<file path="src/rtl/hazard_stall_ctrl_if.sv">
// Interface bundling the ID/EX/MEM hazard inputs and the stall/MD controls of hazard_stall_ctrl.
// master drives the pipeline fields; slave is the stall controller itself.
interface hazard_stall_ctrl_if #(
  parameter int CNT_W = 32
);
  logic [4:0]       id_rs;
  logic [4:0]       id_rt;
  logic             id_use_rs;
  logic             id_use_rt;
  logic             id_md_op;
  logic             id_hilo_rd;
  logic             ex_wreg;
  logic             ex_m2reg;
  logic [4:0]       ex_rn;
  logic             mem_wreg;
  logic [4:0]       mem_rn;
  logic             stall;
  logic             bubble;
  logic             md_start;
  logic             md_busy;
  logic [CNT_W-1:0] stall_cnt;

  modport master (
    output id_rs, id_rt, id_use_rs, id_use_rt, id_md_op, id_hilo_rd,
    output ex_wreg, ex_m2reg, ex_rn, mem_wreg, mem_rn,
    input  stall, bubble, md_start, md_busy, stall_cnt
  );

  modport slave (
    input  id_rs, id_rt, id_use_rs, id_use_rt, id_md_op, id_hilo_rd,
    input  ex_wreg, ex_m2reg, ex_rn, mem_wreg, mem_rn,
    output stall, bubble, md_start, md_busy, stall_cnt
  );
endinterface

</file>
<file path="src/rtl/hazard_stall_ctrl.sv">
// ID-stage stall/bubble generator with MD busy sequencer and stall-cycle counter.
// Define FORWARD_EN when the EX/MEM forwarding paths exist (only load-use then stalls).
module hazard_stall_ctrl #(
  parameter int MD_CYCLES = 32,
  parameter int CNT_W     = 32
) (
  input  logic               clk,
  input  logic               clrn,
  hazard_stall_ctrl_if.slave hz
);

  typedef enum logic {IDLE, BUSY} md_state_t;

  md_state_t        state, state_nxt;
  logic [7:0]       md_cnt, md_cnt_nxt;
  logic             raw_ex, raw_mem, data_stall, md_hz;
  logic             stall_i, start_i;
  logic [CNT_W-1:0] stall_cnt_q;

  // Register 0 is hardwired, so a destination of r0 never produces a dependency.
  always_comb begin
    raw_ex  = hz.ex_wreg & (hz.ex_rn != 5'd0) &
              ((hz.id_use_rs & (hz.ex_rn == hz.id_rs)) |
               (hz.id_use_rt & (hz.ex_rn == hz.id_rt)));
    raw_mem = hz.mem_wreg & (hz.mem_rn != 5'd0) &
              ((hz.id_use_rs & (hz.mem_rn == hz.id_rs)) |
               (hz.id_use_rt & (hz.mem_rn == hz.id_rt)));
  end

`ifdef FORWARD_EN
  assign data_stall = raw_ex & hz.ex_m2reg;
`else
  assign data_stall = raw_ex | raw_mem;
`endif

  assign md_hz   = (hz.id_md_op | hz.id_hilo_rd) & (state != IDLE);
  assign stall_i = clrn & (data_stall | md_hz);

  // A stalled MD op stays in ID and simply retries, so start needs no memory.
  always_comb begin
    state_nxt  = state;
    md_cnt_nxt = md_cnt;
    start_i    = 1'b0;
    case (state)
      IDLE: begin
        if (clrn & hz.id_md_op & ~stall_i) begin
          start_i    = 1'b1;
          md_cnt_nxt = 8'(MD_CYCLES - 1);
          state_nxt  = BUSY;
        end
      end
      BUSY: begin
        if (md_cnt == 8'd0) begin
          state_nxt = IDLE;
        end else begin
          md_cnt_nxt = md_cnt - 8'd1;
        end
      end
    endcase
  end

  always_ff @(posedge clk or negedge clrn) begin
    if (!clrn) begin
      state       <= IDLE;
      md_cnt      <= 8'd0;
      stall_cnt_q <= '0;
    end else begin
      state  <= state_nxt;
      md_cnt <= md_cnt_nxt;
      if (stall_i) begin
        stall_cnt_q <= stall_cnt_q + CNT_W'(1);
      end
    end
  end

  assign hz.stall     = stall_i;
  assign hz.bubble    = stall_i;
  assign hz.md_start  = start_i;
  assign hz.md_busy   = (state != IDLE);
  assign hz.stall_cnt = stall_cnt_q;

endmodule

</file>
<file path="src/flat_wrapper.sv">
// flat-port wrapper written by rule: the top's interface ports become plain ports
module hazard_stall_ctrl_flat 
#(
  parameter int MD_CYCLES = 32,
  parameter int CNT_W     = 32
)
  (clk, clrn, hz_id_rs, hz_id_rt, hz_id_use_rs, hz_id_use_rt, hz_id_md_op, hz_id_hilo_rd, hz_ex_wreg, hz_ex_m2reg, hz_ex_rn, hz_mem_wreg, hz_mem_rn, hz_stall, hz_bubble, hz_md_start, hz_md_busy, hz_stall_cnt);
  hazard_stall_ctrl_if #(.CNT_W(CNT_W)) hz_i ();
  input  logic clk;
  input  logic clrn;
  input wire logic [$bits(hz_i.id_rs)-1:0] hz_id_rs;
  input wire logic [$bits(hz_i.id_rt)-1:0] hz_id_rt;
  input wire logic [$bits(hz_i.id_use_rs)-1:0] hz_id_use_rs;
  input wire logic [$bits(hz_i.id_use_rt)-1:0] hz_id_use_rt;
  input wire logic [$bits(hz_i.id_md_op)-1:0] hz_id_md_op;
  input wire logic [$bits(hz_i.id_hilo_rd)-1:0] hz_id_hilo_rd;
  input wire logic [$bits(hz_i.ex_wreg)-1:0] hz_ex_wreg;
  input wire logic [$bits(hz_i.ex_m2reg)-1:0] hz_ex_m2reg;
  input wire logic [$bits(hz_i.ex_rn)-1:0] hz_ex_rn;
  input wire logic [$bits(hz_i.mem_wreg)-1:0] hz_mem_wreg;
  input wire logic [$bits(hz_i.mem_rn)-1:0] hz_mem_rn;
  output wire logic [$bits(hz_i.stall)-1:0] hz_stall;
  output wire logic [$bits(hz_i.bubble)-1:0] hz_bubble;
  output wire logic [$bits(hz_i.md_start)-1:0] hz_md_start;
  output wire logic [$bits(hz_i.md_busy)-1:0] hz_md_busy;
  output wire logic [$bits(hz_i.stall_cnt)-1:0] hz_stall_cnt;
  assign hz_i.id_rs = hz_id_rs;
  assign hz_i.id_rt = hz_id_rt;
  assign hz_i.id_use_rs = hz_id_use_rs;
  assign hz_i.id_use_rt = hz_id_use_rt;
  assign hz_i.id_md_op = hz_id_md_op;
  assign hz_i.id_hilo_rd = hz_id_hilo_rd;
  assign hz_i.ex_wreg = hz_ex_wreg;
  assign hz_i.ex_m2reg = hz_ex_m2reg;
  assign hz_i.ex_rn = hz_ex_rn;
  assign hz_i.mem_wreg = hz_mem_wreg;
  assign hz_i.mem_rn = hz_mem_rn;
  assign hz_stall = hz_i.stall;
  assign hz_bubble = hz_i.bubble;
  assign hz_md_start = hz_i.md_start;
  assign hz_md_busy = hz_i.md_busy;
  assign hz_stall_cnt = hz_i.stall_cnt;
  hazard_stall_ctrl #(.MD_CYCLES(MD_CYCLES), .CNT_W(CNT_W)) u_core (.clk(clk), .clrn(clrn), .hz(hz_i));
endmodule
</file>
<file path="config.mk">
export PLATFORM = sky130hd
export DESIGN_NAME = hazard_stall_ctrl_flat
export DESIGN_NICKNAME = d
export VERILOG_FILES = /design/src/rtl/hazard_stall_ctrl_if.sv /design/src/rtl/hazard_stall_ctrl.sv /design/src/flat_wrapper.sv
export SDC_FILE = /design/constraint.sdc
export NUM_CORES = 1
export LEC_CHECK = 0
export ABC_CLOCK_PERIOD_IN_PS = 2930
export CAP_MARGIN = 20
export CORE_UTILIZATION = 50
export CTS_BUF_LIST = sky130_fd_sc_hd__clkbuf_8
export CTS_CLUSTER_DIAMETER = 120
export DETAILED_ROUTE_END_ITERATION = 8
export GPL_TIMING_DRIVEN = 0
export HOLD_SLACK_MARGIN = 0.15
export MAX_ROUTING_LAYER = met4
export PLACE_DENSITY = 0.85
export SLEW_MARGIN = 20
export SYNTH_ARGS = -nofsm -noshare
export SYNTH_HDL_FRONTEND = slang
export SYNTH_SLANG_ARGS = --single-unit
</file>
<file path="constraint.sdc">
create_clock -name clk -period 2.93 [get_ports clk]
set_input_delay 0.4395 -clock clk [delete_from_list [all_inputs] [get_ports clk]]
set_output_delay 0.4395 -clock clk [all_outputs]
set_load 0.05 [all_outputs]
</file>
# [After elaboration in Yosys (flattened, before gate mapping)]
# Cells that the tools add are included.
# Widths: inputs -> output; s select.
[totals] register_bits=41 inputBits=29 output_inout_bits=36
[classes] addsub=2 n_eq_ne=6 mux=7 bitwise=19 n_reduce_logical=4
[op_table] operator="$add 32x1->32 const B" n=1
[op_table] operator="$eq 5x5->1" n=4
[op_table] operator="$mux 8" n=2
[op_table] operator="$pmux 8 s2" n=1
[op_table] operator="$and 1x1->1" n=12
[op_table] operator="$reduce_bool 5->1" n=2
[op_table] operator="$logic_not 8->1" n=1
[op_table] operator="$sub 8x1->8 const B" n=1
[op_table] operator="$or 1x1->1" n=5
[op_table] operator="$mux 1" n=3
[op_table] operator="$ne 2x1->1 const B" n=1
[op_table] operator="$ne 2x2->1 const B" n=1
[op_table] operator="$not 1->1" n=2
[op_table] operator="$pmux 1 s2" n=1
[op_table] operator="$reduce_and 2->1" n=1

# [Depth between registers and ports, before layout]
[logic_depth] depth_word=11 mapped_depth=8

# [Worst setup path after synthesis]
# OpenSTA, ideal clock, no wires.
[synth_timing] path_type="in2out" from="in hz_ex_rn[0]" to="out hz_md_start" t_arrival_ps=2516 required_time_ps=2491 slack_ps=-26 cell_stages=4 n_path_buf=0 cell_sequence="or4_1 -> o21ai_1 -> o22ai_1 -> nor3_1"
[synth_via] elab_chain_cells=11
[synth_rtl] item="start, declared" line_no="flat_wrapper.sv:19" rtl="input wire logic [$bits(hz_i.ex_rn)-1:0] hz_ex_rn;"
[synth_rtl] item="$eq 5x5->1, on equally long branches" line_no="hazard_stall_ctrl.sv:23, hazard_stall_ctrl.sv:24"
[synth_rtl] item="$and 1x1->1, on equally long branches" line_no="hazard_stall_ctrl.sv:23, hazard_stall_ctrl.sv:24"
[synth_rtl] item="$or 1x1->1" line_no="hazard_stall_ctrl.sv:23" rtl="((hz.id_use_rs & (hz.ex_rn == hz.id_rs)) |"
[synth_rtl] item="$and 1x1->1 (*)" line_no="hazard_stall_ctrl.sv:22" rtl="raw_ex = hz.ex_wreg & (hz.ex_rn != 5'd0) &"
[synth_rtl] item="$or 1x1->1 (*)" line_no="hazard_stall_ctrl.sv:33" rtl="assign data_stall = raw_ex | raw_mem;"
[synth_rtl] item="$or 1x1->1 (*)" line_no="hazard_stall_ctrl.sv:37" rtl="assign stall_i = clrn & (data_stall | md_hz);"
[synth_rtl] item="$and 1x1->1 (*)" line_no="hazard_stall_ctrl.sv:37"
[synth_rtl] item="$not 1->1 (*)" line_no="hazard_stall_ctrl.sv:46" rtl="if (clrn & hz.id_md_op & ~stall_i) begin"
[synth_rtl] item="$and 1x1->1 (*)" line_no="hazard_stall_ctrl.sv:46"
[synth_rtl] item="$mux 1 (*)" line_no="hazard_stall_ctrl.sv:46"
[synth_rtl] item="$mux 1 (*)" line_no="hazard_stall_ctrl.sv:44" rtl="case (state)"
[synth_rtl] item="end, declared" line_no="flat_wrapper.sv:24" rtl="output wire logic [$bits(hz_i.md_start)-1:0] hz_md_start;"
# Every way passes the cells marked *; elsewhere a longest branch is shown, timed or not.

# [Worst setup path after layout]
[layout_timing] from="in hz_mem_rn[0]" to="out hz_stall"
[layout_via] elab_chain_cells=7
[layout_rtl] item="start, declared" line_no="flat_wrapper.sv:21" rtl="input wire logic [$bits(hz_i.mem_rn)-1:0] hz_mem_rn;"
[layout_rtl] item="$eq 5x5->1, on equally long branches" line_no="hazard_stall_ctrl.sv:26, hazard_stall_ctrl.sv:27"
[layout_rtl] item="$and 1x1->1, on equally long branches" line_no="hazard_stall_ctrl.sv:26, hazard_stall_ctrl.sv:27"
[layout_rtl] item="$or 1x1->1" line_no="hazard_stall_ctrl.sv:26" rtl="((hz.id_use_rs & (hz.mem_rn == hz.id_rs)) |"
[layout_rtl] item="$and 1x1->1 (*)" line_no="hazard_stall_ctrl.sv:25" rtl="raw_mem = hz.mem_wreg & (hz.mem_rn != 5'd0) &"
[layout_rtl] item="$or 1x1->1 (*)" line_no="hazard_stall_ctrl.sv:33"
[layout_rtl] item="$or 1x1->1 (*)" line_no="hazard_stall_ctrl.sv:37"
[layout_rtl] item="$and 1x1->1 (*)" line_no="hazard_stall_ctrl.sv:37"
[layout_rtl] item="end, declared" line_no="flat_wrapper.sv:22" rtl="output wire logic [$bits(hz_i.stall)-1:0] hz_stall;"
# Marked as above.

==> impl_metrics.tcl <==
set metrics [dict create \
    status "finished with violations" \
    violations "design-rule violations" \
    io_pins 65 \
    post-route-min-period_ns 2.884 \
    pwr-share-clk 0.322 \
    slew_headroom 0.4810 \
    grt_pass1_vias 2077 \
    synth_edf_count 0 \
    clk_latency_ns 0.30 \
    ir_drop_uv 478.8 \
    synth_top_area_frac 0.4366 \
    clock_path_buffers 2 \
    critical_path_arrival_ns 2.44 \
    slowest_stage "or4_1" \
    synth_area_um2 2350 \
    io_buffers 63 \
    path_class "in2out" \
    gp_congestion 0.8802 \
    grt-ovfl-total 0 \
    fin_hold_ws_ns 0.4893 \
    power_frac_comb 0.279 \
    tns_ns 0 \
    max_stage_delay_ns 0.60 \
    crit_fanout 4 \
    grt_use_met1 0.3544 \
    wl_per_cell_um 16.76 \
    start_util 0.5287 \
    syn2layout_area_growth_pct 40.10 \
    muxShareOfSynthArea 0.01438 \
    fin_nets 332 \
    hpwl_um 4155 \
    die_h_um 70.55 \
    syn_inst 228 \
    die_w_um 70.55 \
    hold_viol 0 \
    numCtsBuffers 5 \
    timing.final.setup_violations 0 \
    clock_skew_ns 0.01061 \
    firstDrtPassIters 7 \
    detail-route-antenna-nets 0 \
    drv_slew 0 \
    synthArstFlopShare 1.000 \
    cts_max_level 2 \
    p_int_uw 1134 \
    ys_top_cells_by_area "dfrtp_1 (44%), xnor2_1 (12%), xor2_1 (7.8%), nand4_1 (4.5%), and3_1 (3.5%)" \
    cp-start-kind "primary input" \
    synth_top_family_by_area "simple AND/OR/NAND/NOR gates" \
    leakage_uw 0.001344 \
    synthAdderAreaFrac 0.01065 \
    diodes 0 \
    core_um2 4444 \
    wl_um 5932 \
    synth_top_flop_cell "dfrtp_1" \
    grt_antenna_before_repair 0 \
    netlist-cell-type-count 45 \
    yosys_register_bits 41 \
    path_clk_slew_ns 0.08 \
    worstPathCellList "clkdlybuf4s50_1 -> or4_1 -> o21ai_4 -> o221ai_4 -> and2_4 -> buf_4 -> buf_4" \
    root_buffer "clkbuf_8" \
    synth_seq_area_share 0.4366 \
    worstPathRequired_ns 2.49 \
    cts_sinks 41 \
    path_common_cell "buf_4" \
    finalCritPeriodShare 0.9842 \
    postSynthAreaPerCell_um2 10.31 \
    instances_no_fill 354 \
    via_count 2052 \
    yosys.area.top_type "dfrtp_1" \
    yosys.area_share.simple 0.2306 \
    grt_first_pass_wirelength_um 9942 \
    grtUsageMet2 0.4024 \
    p_sw_frac 0.3242 \
    grt_max_degree 28 \
    power.density_nw_per_um2 509.8 \
    top_usage_layer "met2" \
    die-area_um2 4977 \
    dp_cells 344 \
    viasPerCell 5.797 \
    cts_tree "built" \
    worstMarginPinSlew_ns 0.7719 \
    rows 24 \
    critPathCaptureType "output pin" \
    grtUsageTotal 0.2682 \
    p_sw_uw 544.1 \
    drt_iter0_markers 149 \
    ys_warn_count 0 \
    synth_xor_xnor_area_share 0.1938 \
    drive_above_1_share 0.1225 \
    drc_errors 16 \
    sequentialPowerShare 0.398 \
    max_freq_ghz 0.3468 \
    hp-class "reg2reg" \
    max_cap_violations 0 \
    grt_use_met3 0.05413 \
    syn-num-nets 259 \
    synth_compound_area_frac 0.08573 \
]
==> cells in the final DEF, fill, tap and decap left out, drive strengths merged, types with 2 or more instances in the layout <==
cell and instances:
mux2 3, a21oi 4, o31ai 2, dfrtp 41
a22o 2, nor2 7, nand4 17, dlygate4sd3 2
xor2 21, clkdlybuf4s50 58, or3 3, a31oi 2
nand3 14, buf 7, nor4 5, o21ai 4
nand2 12, inv 7, nor2b 2, or4 4
clkbuf 12, ha 2, bufinv 2, and2 4
nor3 2, and4 5, and3 13, a32oi 2
xnor2 31
==> worst max-delay path, delay by kind of cell <==
| kind | cells | cell delay (ns) |
|---|---|---|
| AND/OR/NAND/NOR | 2 | 0.82 |
| buffers and inverters | 3 | 0.77 |
| AO/OA/AOI/OAI | 2 | 0.40 |
==> Yosys cell counts (all sizes together), types with 2 or more instances <==
cell type and number:
dfrtp 41, mux2 3, a21oi 4, or3 3, a31oi 2, o21ai 4
inv 7, a22o 2, and3 13, xnor2 31, nor4 5, xor2 21
and2 4, clkbuf 5, nand3 14, nand4 17, a32oi 2, or4 4
nor2 7, ha 2, o31ai 2, and4 5, nand2 12, nor2b 2
nor3 2, buf 4
==> what timing repair did <==
| item | 4_1_cts | 5_1_grt |
|---|---|---|
| pin swaps | 1 | 0 |
| hold buffers | 2 | 0 |
| gates resized for setup | 21 | 10 |
| endpoints found under the setup margin | 3 | 4 |
| buffers inserted | 1 | 0 |
| endpoints found under the hold margin | 15 | 0 |
==> power groups by stage <==
stage | logic, uW | clock network [uW] | registers, uW
finish | 469 | 541 | 668
global route | 496 | 572 | 673
CTS | 462 | 546 | 667
detailed placement | 452 | 0 | 677
global placement | 442 | 0 | 677
floorplan | 118 | 0 | 822
==> routing by layer <==
metal / vias to the layer above / wire (um) / part of all wire
met5: - / 0 / 0
met1: 990 / 2532 / 0.43
met4: 0 / 157 / 0.026
li1: 975 / - / -
met2: 73 / 2795 / 0.47
met3: 14 / 448 / 0.076
==> stage by stage <==
step	setup WS [ns]	total power [uW]	util	area (um2)
finish	0.04638	1678	0.7407	3292
floorplan	0.3155	940.4	-	2355
detailed placement	-0.8111	1130	0.6898	3065
global placement	-1.441	1119	0.6864	3050
global route	-0.02721	1741	0.7407	3292
CTS	0.01774	1676	0.7309	3248
==> registers in the layout (all words and copies together) (netlist names) <==
signal,count
u_core.hz.md_busy,1
u_core.md_cnt,8
u_core.hz.stall_cnt,32
==> cell families after synthesis <==
family          Yosys count
compound gates           23
xor+xnor                 52
fa+ha+maj                 2
buf+inv                  16
flops                    41
mux                       3
simple gates             91
==> cell type report <==
type | count | area [um2]
clock buffers | 5 | 68.82
fillers | 315 | 1152
repair buffers | 67 | 668.1
plain buffers | 8 | 36.28
well taps | 52 | 65.06
multi-input cells | 171 | 1336
flip-flops and latches | 41 | 1026
inverters | 7 | 26.28
clock inverters | 3 | 65.06
==> final timing paths <==
check / startpoint / end / slack, ns / cells after the start
max: hz_mem_rn[0] / hz_stall / 0.05 / 7
min: u_core.hz.stall_cnt[31]$_DFFE_PN0P_ / u_core.hz.stall_cnt[31]$_DFFE_PN0P_ / 0.49 / 1
min in group asynchronous: clrn / u_core.hz.stall_cnt[28]$_DFFE_PN0P_ / 0.65 / 3
max reg2reg: u_core.md_cnt[0]$_DFFE_PN0P_ / u_core.md_cnt[1]$_DFFE_PN0P_ / 0.38 / 7
min reg2reg: u_core.hz.stall_cnt[31]$_DFFE_PN0P_ / u_core.hz.stall_cnt[31]$_DFFE_PN0P_ / 0.49 / 1
max in group asynchronous: clrn / u_core.hz.stall_cnt[6]$_DFFE_PN0P_ / 1.19 / 3
Note: power is estimated with default switching activity, not from simulation.
